**src/rtl/sprite_draw_scheduler.sv**
```systemverilog
// rtl/sprite_draw_scheduler.sv - round-robin sprite erase/draw scheduler for a shared VGA plot port
module sprite_draw_scheduler #(
   parameter int NUM_REQ = 4
) (
   input  logic                   clock,
   input  logic                   reset_n,
   input  logic [NUM_REQ-1:0]     req,
   input  logic [8*NUM_REQ-1:0]   x_tile,
   input  logic [7*NUM_REQ-1:0]   y_tile,
   input  logic [25*NUM_REQ-1:0]  shape,
   input  logic [3*NUM_REQ-1:0]   colour,
   output logic [NUM_REQ-1:0]     ack,
   output logic                   err,
   output logic                   busy,
   output logic [7:0]             x_out,
   output logic [6:0]             y_out,
   output logic [2:0]             col_out,
   output logic                   plot
);
   localparam int IW = (NUM_REQ > 1) ? $clog2(NUM_REQ) : 1;

   typedef enum logic [2:0] {IDLE, LATCH, ERASE, DRAW, DONE} state_t;

   state_t              state;
   logic [IW-1:0]       rr;
   logic [IW-1:0]       winner;
   logic [IW-1:0]       pick;
   logic [IW-1:0]       scan;
   logic                found;
   logic [NUM_REQ-1:0]  pending;
   logic [NUM_REQ-1:0]  old_valid;
   logic [NUM_REQ-1:0]  clr;
   logic [NUM_REQ-1:0]  win_hot;
   logic [NUM_REQ-1:0]  pick_hot;
   logic [7:0]          old_x [NUM_REQ];
   logic [6:0]          old_y [NUM_REQ];
   logic [7:0]          xs [NUM_REQ];
   logic [6:0]          ys [NUM_REQ];
   logic [24:0]         ss [NUM_REQ];
   logic [2:0]          cs [NUM_REQ];
   logic [7:0]          new_x;
   logic [6:0]          new_y;
   logic [24:0]         new_shape;
   logic [2:0]          new_colour;
   logic [2:0]          r, c, nr, nc;
   logic                last;
   logic                bad;

   for (genvar g = 0; g < NUM_REQ; g++) begin : g_unpack
      assign xs[g] = x_tile[8*g +: 8];
      assign ys[g] = y_tile[7*g +: 7];
      assign ss[g] = shape[25*g +: 25];
      assign cs[g] = colour[3*g +: 3];
   end

   function automatic logic [7:0] px(input logic [7:0] t, input logic [2:0] k);
      return t * 8'd5 + {5'd0, k};
   endfunction

   function automatic logic [6:0] py(input logic [6:0] t, input logic [2:0] k);
      return t * 7'd5 + {4'd0, k};
   endfunction

   // Bit 24 is the top-left pixel; the bitmap is scanned row-major.
   function automatic logic [2:0] pcol(input logic [24:0] s, input logic [2:0] col,
                                       input logic [2:0] row, input logic [2:0] clm);
      logic [4:0] i;
      i = 5'd24 - (5'(row) * 5'd5 + 5'(clm));
      return s[i] ? col : 3'd0;
   endfunction

   always_comb begin
      found = 1'b0;
      pick  = '0;
      scan  = '0;
      for (int k = 0; k < NUM_REQ; k++) begin
         scan = IW'((int'(rr) + k) % NUM_REQ);
         if (!found && pending[scan]) begin
            found = 1'b1;
            pick  = scan;
         end
      end
   end

   assign win_hot  = {{(NUM_REQ-1){1'b0}}, 1'b1} << winner;
   assign pick_hot = {{(NUM_REQ-1){1'b0}}, 1'b1} << pick;
   assign clr      = (state == IDLE && found) ? pick_hot : '0;
   assign bad      = (xs[winner] > 8'd31) || (ys[winner] > 7'd23);
   assign last     = (r == 3'd4) && (c == 3'd4);
   assign nc       = (c == 3'd4) ? 3'd0 : c + 3'd1;
   assign nr       = (c == 3'd4) ? r + 3'd1 : r;

   // Outputs are loaded for the state being entered so they line up with it.
   always_ff @(posedge clock) begin
      if (!reset_n) begin
         state      <= IDLE;
         rr         <= '0;
         winner     <= '0;
         pending    <= '0;
         old_valid  <= '0;
         new_x      <= '0;
         new_y      <= '0;
         new_shape  <= '0;
         new_colour <= '0;
         r          <= '0;
         c          <= '0;
         ack        <= '0;
         err        <= 1'b0;
         busy       <= 1'b0;
         x_out      <= '0;
         y_out      <= '0;
         col_out    <= '0;
         plot       <= 1'b0;
         for (int i = 0; i < NUM_REQ; i++) begin
            old_x[i] <= '0;
            old_y[i] <= '0;
         end
      end else begin
         ack     <= '0;
         err     <= 1'b0;
         pending <= (pending & ~clr) | req;
         case (state)
            IDLE: begin
               if (found) begin
                  winner <= pick;
                  busy   <= 1'b1;
                  state  <= LATCH;
               end
            end
            LATCH: begin
               new_x      <= xs[winner];
               new_y      <= ys[winner];
               new_shape  <= ss[winner];
               new_colour <= cs[winner];
               r          <= '0;
               c          <= '0;
               if (bad) begin
                  ack   <= win_hot;
                  err   <= 1'b1;
                  rr    <= (winner == IW'(NUM_REQ-1)) ? '0 : winner + 1'b1;
                  state <= DONE;
               end else if (old_valid[winner]) begin
                  plot    <= 1'b1;
                  x_out   <= px(old_x[winner], 3'd0);
                  y_out   <= py(old_y[winner], 3'd0);
                  col_out <= 3'd0;
                  state   <= ERASE;
               end else begin
                  plot    <= 1'b1;
                  x_out   <= px(xs[winner], 3'd0);
                  y_out   <= py(ys[winner], 3'd0);
                  col_out <= pcol(ss[winner], cs[winner], 3'd0, 3'd0);
                  state   <= DRAW;
               end
            end
            ERASE: begin
               if (last) begin
                  r       <= '0;
                  c       <= '0;
                  x_out   <= px(new_x, 3'd0);
                  y_out   <= py(new_y, 3'd0);
                  col_out <= pcol(new_shape, new_colour, 3'd0, 3'd0);
                  state   <= DRAW;
               end else begin
                  r       <= nr;
                  c       <= nc;
                  x_out   <= px(old_x[winner], nc);
                  y_out   <= py(old_y[winner], nr);
                  col_out <= 3'd0;
               end
            end
            DRAW: begin
               if (last) begin
                  plot              <= 1'b0;
                  x_out             <= '0;
                  y_out             <= '0;
                  col_out           <= '0;
                  ack               <= win_hot;
                  rr                <= (winner == IW'(NUM_REQ-1)) ? '0 : winner + 1'b1;
                  old_x[winner]     <= new_x;
                  old_y[winner]     <= new_y;
                  old_valid[winner] <= 1'b1;
                  state             <= DONE;
               end else begin
                  r       <= nr;
                  c       <= nc;
                  x_out   <= px(new_x, nc);
                  y_out   <= py(new_y, nr);
                  col_out <= pcol(new_shape, new_colour, nr, nc);
               end
            end
            DONE: begin
               busy  <= 1'b0;
               state <= IDLE;
            end
            default: state <= IDLE;
         endcase
      end
   end
endmodule

```
**config.mk**
```make
export PLATFORM = sky130hd
export DESIGN_NAME = sprite_draw_scheduler
export DESIGN_NICKNAME = d
export VERILOG_FILES = /design/src/rtl/sprite_draw_scheduler.sv
export SDC_FILE = /design/constraint.sdc
export NUM_CORES = 1
export LEC_CHECK = 0
export BUFFER_PORTS_ARGS = -buffer_cell sky130_fd_sc_hd__buf_2
export CORE_ASPECT_RATIO = 0.8
export CORE_UTILIZATION = 43
export DETAILED_ROUTE_END_ITERATION = 7
export PLACE_DENSITY_LB_ADDON = 0.1
export SYNTH_ARGS = -nofsm -noshare
export SYNTH_HDL_FRONTEND = slang
export SYNTH_SLANG_ARGS = --single-unit
```
**constraint.sdc**
```tcl
create_clock -name clock -period 5.1 [get_ports clock]
set_input_delay 0.51 -clock clock [delete_from_list [all_inputs] [get_ports clock]]
set_output_delay 0.51 -clock clock [all_outputs]
set_load 0.02 [all_outputs]
```
* Yosys cells after proc, flatten, opt, wreduce, memory -nomap -nowiden *
Memory sizes are Yosys's and may differ from the RTL's. A register that Yosys moved wholly into a read port is not among the register bits.
Index checks and enable logic that the tools add are counted.

word-level totals
  flip-flop bits (word level) = 89
  RAM bits = 60
  input bits = 178
  output and inout port bits = 25
  word-level logic and storage cells = 189
  memories = 2

memories
  name   words  bits a word  read ports  clocked after memory_dff  wr ports  line  RTL
  old_x  4      8            1           1                         4         35    logic [7:0] old_x [NUM_REQ];
  old_y  4      7            1           1                         4         36    logic [6:0] old_y [NUM_REQ];

cells by class
  add/sub/neg operators = 12
  multipliers = 7
  magnitude comparators = 10
  eq/ne operators = 13
  shift operators = 2
  muxes and demuxes = 95
  bitwise logic cells = 5
  reduce and logical (&&, ||, !) cells = 25

operator list
  operator               count
  $mux W3                19
  $mux W8                7
  $bmux W25 S2           1
  $mux W25               2
  $mux W7                7
  $pmux W3 S3            3
  $mux W2                13
  $mul A8 B3 Y8 const B  3
  $pmux W8 S3            1
  $mux W1                23
  $mul A7 B3 Y7 const B  3
  $pmux W7 S3            1
  $add A8 B3 Y8          2
  $bmux W8 S2            1
  $lt A2 B3 Y1 const B   5
  $add A7 B3 Y7          2
  $bmux W7 S2            1
  $mux W4                3
  $ne A2 B2 Y1 const B   6
  $pmux W3 S4            1
  $reduce_and A2 Y1      6
  $bmux W1 S2            5
  $eq A3 B3 Y1 const B   3
  $reduce_and A3 Y1      3
  33 further kinds       48

* Logic depth before layout (Yosys ltp) *
  depth after elaboration = 17
  gate-level depth with buffers = 19
  depth with buffers taken out = 18

* Worst setup path after synthesis *
Ideal clock, no wire load.

  path type = register to register
  start point = register c[0]
  end point = register col_out[1]
  setup time = 70 ps
  arrival = 3951 ps
  required time = 5030 ps
  setup slack = 1079 ps
  stages on the path, launching flop included = 19
  path buffers = 1
  period minus slack after synthesis = 4021 ps
  cells stage by stage = dfxtp_1 -> inv_1 -> ha_1 -> and2_1 -> clkbuf_1 -> o21ai_0 -> ha_1 -> inv_1 -> fa_1 -> ha_1 -> inv_1 -> fa_1 -> mux2i_1 -> nor2_1 -> a31oi_1 -> o311a_1 -> nor3_1 -> nand2_1 -> a21oi_1

on the way
  cells in the longest elaborated chain, start to end = 10
  elaborated cells between the ends (all ways) = 14
  classes of those cells = add/sub (3); mul (1); eq/ne (1); mux (8); reduce/logical (1)

ends and longest elaborated chain
  what                           line        RTL
  start, declared                45          logic [2:0] r, c, nr, nc;
  start signal, assigned         166         c <= nc;
  start signal, assigned         186         c <= nc;
  $eq A3 B3 Y1                   89, 90, 91
  $mux W3                        91          assign nr = (c == 3'd4) ? r + 3'd1 : r;
  $mul A3 B3 Y5                  68          i = 5'd24 - (5'(row) * 5'd5 + 5'(clm));
  $add A5 B3 Y5                  68
  $sub A5 B5 Y5                  68
  $bmux W1 S5                    69          return s[i] ? col : 3'd0;
  $mux W1 (not written as such)  69
  $mux W3                        69
  $mux W3                        173         if (last) begin
  $pmux W3 S3 (*)                122         case (state)
  end signal, assigned           152         col_out <= pcol(ss[winner], cs[winner], 3'd0, 3'd0);
  end signal, assigned           162         col_out <= pcol(new_shape, new_colour, 3'd0, 3'd0);
  end signal, assigned           189         col_out <= pcol(new_shape, new_colour, nr, nc);
  end, declared                  17          output logic [2:0] col_out,

Mark *: on every way between the ends. The rest lies on a longest branch, timed or not. The select of a mux whose other input is x is not followed.
A chain may end at the register's enable or synchronous reset.

* Worst setup path after layout *
Ends and elaborated chain as after synthesis.

==> flow_summary.yaml <==
status:
  status: "finished clean"
clock_network:
  cts.sinks: 151
  cts_buffer_depth: 2
  cts_max_level: 4
  numCtsBuffers: 17
  post_cts_resized: 0
  postCtsHoldBufs: 0
  cts_tree: "yes"
  worstSkewPairLatency_ps: 430
  clkTransAtPathRegs_ps: 70
  root_buffer: "clkbuf_16"
  cts_setup_buffers: 0
timing:
  rsz0062_at_grt: "no"
  setup_viol: 0
  slew-limit-headroom_pct: 34.34
  maxSlewViolCount: 0
  fin_setup_tns_ps: 0
  tightest_slew_ps: 974.6
  skew_ps: 10.88
  hold_viol_final: 0
  fmax_ghz: 0.2260
  fin_crit_ps: 4424
  period_share_pct: 86.75
  whs_ps: 291.9
flow_run:
  max_cap_viol_count: 0
yosys:
  synth.top_cell.area_share_pct: 18.60
  synth_area_leaders: "dfxtp_1 (19%), edfxtp_1 (18%), mux4_2 (13%)"
  synth_edf_count: 60
  synth_fp_nets: 1196
  yosys_warnings: 0
  synth_cell_types: 55
  synth.most_common_cell: "nand2_1"
  yosys_register_bits: 151
  synth_top_cell_by_area: "dfxtp_1"
  synthesis.area_sq_um: 9792
  async_flop_share_pct: 0
  avgSynthCellArea_sq_um: 10.51
  synth_commonest_cells: "nand2_1 (134), a21oi_1 (101), dfxtp_1 (91)"
  seq_area_frac_synth_pct: 37.00
  synth_ff_type: "dfxtp_1"
  synth_cells: 932
place:
  portBuffers: 202
  dp_hpwl_um: 21220
  place_congestion: 0.8686
global_routing:
  antenna_found_initial: 1
  grt.total_usage_pct: 24.91
  grt_start_max_net_pins: 42
  grt_pass1_vias: 7690
  gr-total-overflow: 0
  grt_pass1_wl_um: 43130
drt:
  first_pass_iters: 5
  viasPerCell: 5.456
  wirelength_um: 27890
  ant_nets: 0
  vias: 7775
  drt_iter0_drc: 515
  route.detailed.wl_per_inst_um: 19.57
  drc_errors: 0
critical_path:
  required_ps: 5460
  worstPathMaxFanout: 7
  critPathKind: "flip-flop to flip-flop"
  slowest_delay_ps: 790
  crit_buf_inv: 3
  crit_family: "adder cells"
  cp_cell_sequence: "inv_1 > ha_1 > and2_1 > o21ai_0 > ha_1 > inv_1 > fa_1 > ha_1 > inv_1 > fa_1 > mux2i_1 > nor2_1 > a31oi_1 > o311a_1 > nor3_1 > nand2_1 > a21oi_1"
  cp-start-kind: "flip-flop"
  cp.arrival_ps: 4790
  cpMaxStageDelayCell: "o21ai_0"
  end_kind: "flip-flop"
power:
  p_leak_nw: 4.918
  ir_drop_v: 0.0002465
  p_per_area_nw_per_um2: 322.4
  p_total_mw: 3.769
die:
  start_util_pct: 44.67
  core_sq_um: 21920
  dieArea_sq_um: 23380
  die_height_um: 137.0
  chipWidth_um: 170.7
  std_cell_rows: 48
  ios: 203
layout:
  area_growth_pct: 19.37
  fin_nets: 1375
  multiInputGateArea_sq_um: 5851
  fill_cells: 1997
  drive_gt1_share_pct: 29.00
  register_area_sq_um: 3628
min_path:
  min_path_type: "input port to flip-flop"
[flip-flops by register name (all words and copies together), names as in the netlist, 4 cells and up, named ones only]
signal	cells
pending	4
new_x	8
old_valid	4
ack	4
new_y	7
x_out	8
old_x	32
y_out	7
new_shape	25
old_y	28
[final timing paths]
path / cells after the start / endpoint / slack (ps) / start
worst max-delay path: 17 / col_out[1]$_SDFFE_PN0P_ / 680 / c[0]$_SDFFE_PN0P_
worst min-delay path: 3 / pending[1]$_SDFF_PN0_ / 290 / req[1]
worst max register to register: 17 / col_out[1]$_SDFFE_PN0P_ / 680 / c[0]$_SDFFE_PN0P_
worst min register to register: 2 / x_out[6]$_SDFFE_PN0P_ / 450 / x_out[6]$_SDFFE_PN0P_
[metrics by stage]
step | cell area, sq um | instances | util (%) | worst slack [ps]
2_1_floorplan | 9792 | 932 | - | 1079
3_5_place_dp | 11070 | 1392 | 50.49 | 649.1
3_3_place_gp | 11070 | 1392 | 50.49 | 690.8
6_report | 11690 | 1425 | 53.32 | 676.0
4_1_cts | 11690 | 1424 | 53.31 | 615.5
5_1_grt | 11690 | 1425 | 53.32 | 212.4
[cell families after synthesis]
logic type,after synthesis,share of synthesized area (%)
AND/OR/NAND/NOR,291,14.02
XOR/XNOR,51,4.562
multiplexers,83,17.14
buffers and inverters,79,3.475
AO/OA/AOI/OAI,191,11.90
adder cells (fa/ha/maj),86,11.91
flip-flops,151,37.00
[report_power, final]
part           internal (mW)  switching (mW)  leakage, nW  total, mW
clock network          0.784           0.558        0.296       1.34
logic                  0.472           0.538         3.26       1.01
registers               1.32          0.0938         1.36       1.42
total                   2.58            1.19         4.92       3.77
[worst min-delay path, stage by stage]
cell and delay, ps:
buf_2 80, a21oi_1 30, nor2_1 70
[cell type report]
| cell class | count | share of cell area, % |
|---|---|---|
| antenna | 1 | 0.02141 |
| clock buffer | 17 | 3.639 |
| clock inverter | 15 | 1.648 |
| inverter | 20 | 0.6423 |
| multi-input combinational | 702 | 50.05 |
| sequential | 151 | 31.04 |
| tap | 300 | 3.211 |
| timing repair buffer | 219 | 9.741 |
[metal layers]
metal	wire length, um	track usage (%)
met5	0	0
met4	357	6.206
met3	1589	4.627
met2	12870	39.27
met1	13070	35.18
[placed cells by master, fill, tap and decap left out, types with 4 or more instances in the layout]
cell / n
nor3_1: 11
a311oi_1: 4
o22ai_1: 5
a211o_1: 4
o21ai_0: 20
mux2i_1: 15
ha_1: 74
and3_1: 18
o211ai_1: 4
nand2_1: 134
nand3_1: 7
mux4_2: 57
a31oi_1: 6
and2_1: 51
nor2b_1: 5
nor2_1: 45
dfxtp_1: 89
inv_1: 19
a211oi_1: 11
fa_1: 12
a21o_1: 12
buf_4: 17
xor2_1: 21
xnor2_1: 30
nand2b_1: 6
mux4_1: 8
clkbuf_16: 17
a22oi_1: 5
a21oi_1: 101
edfxtp_1: 60
buf_2: 202
(Power assumes the default switching activity.)
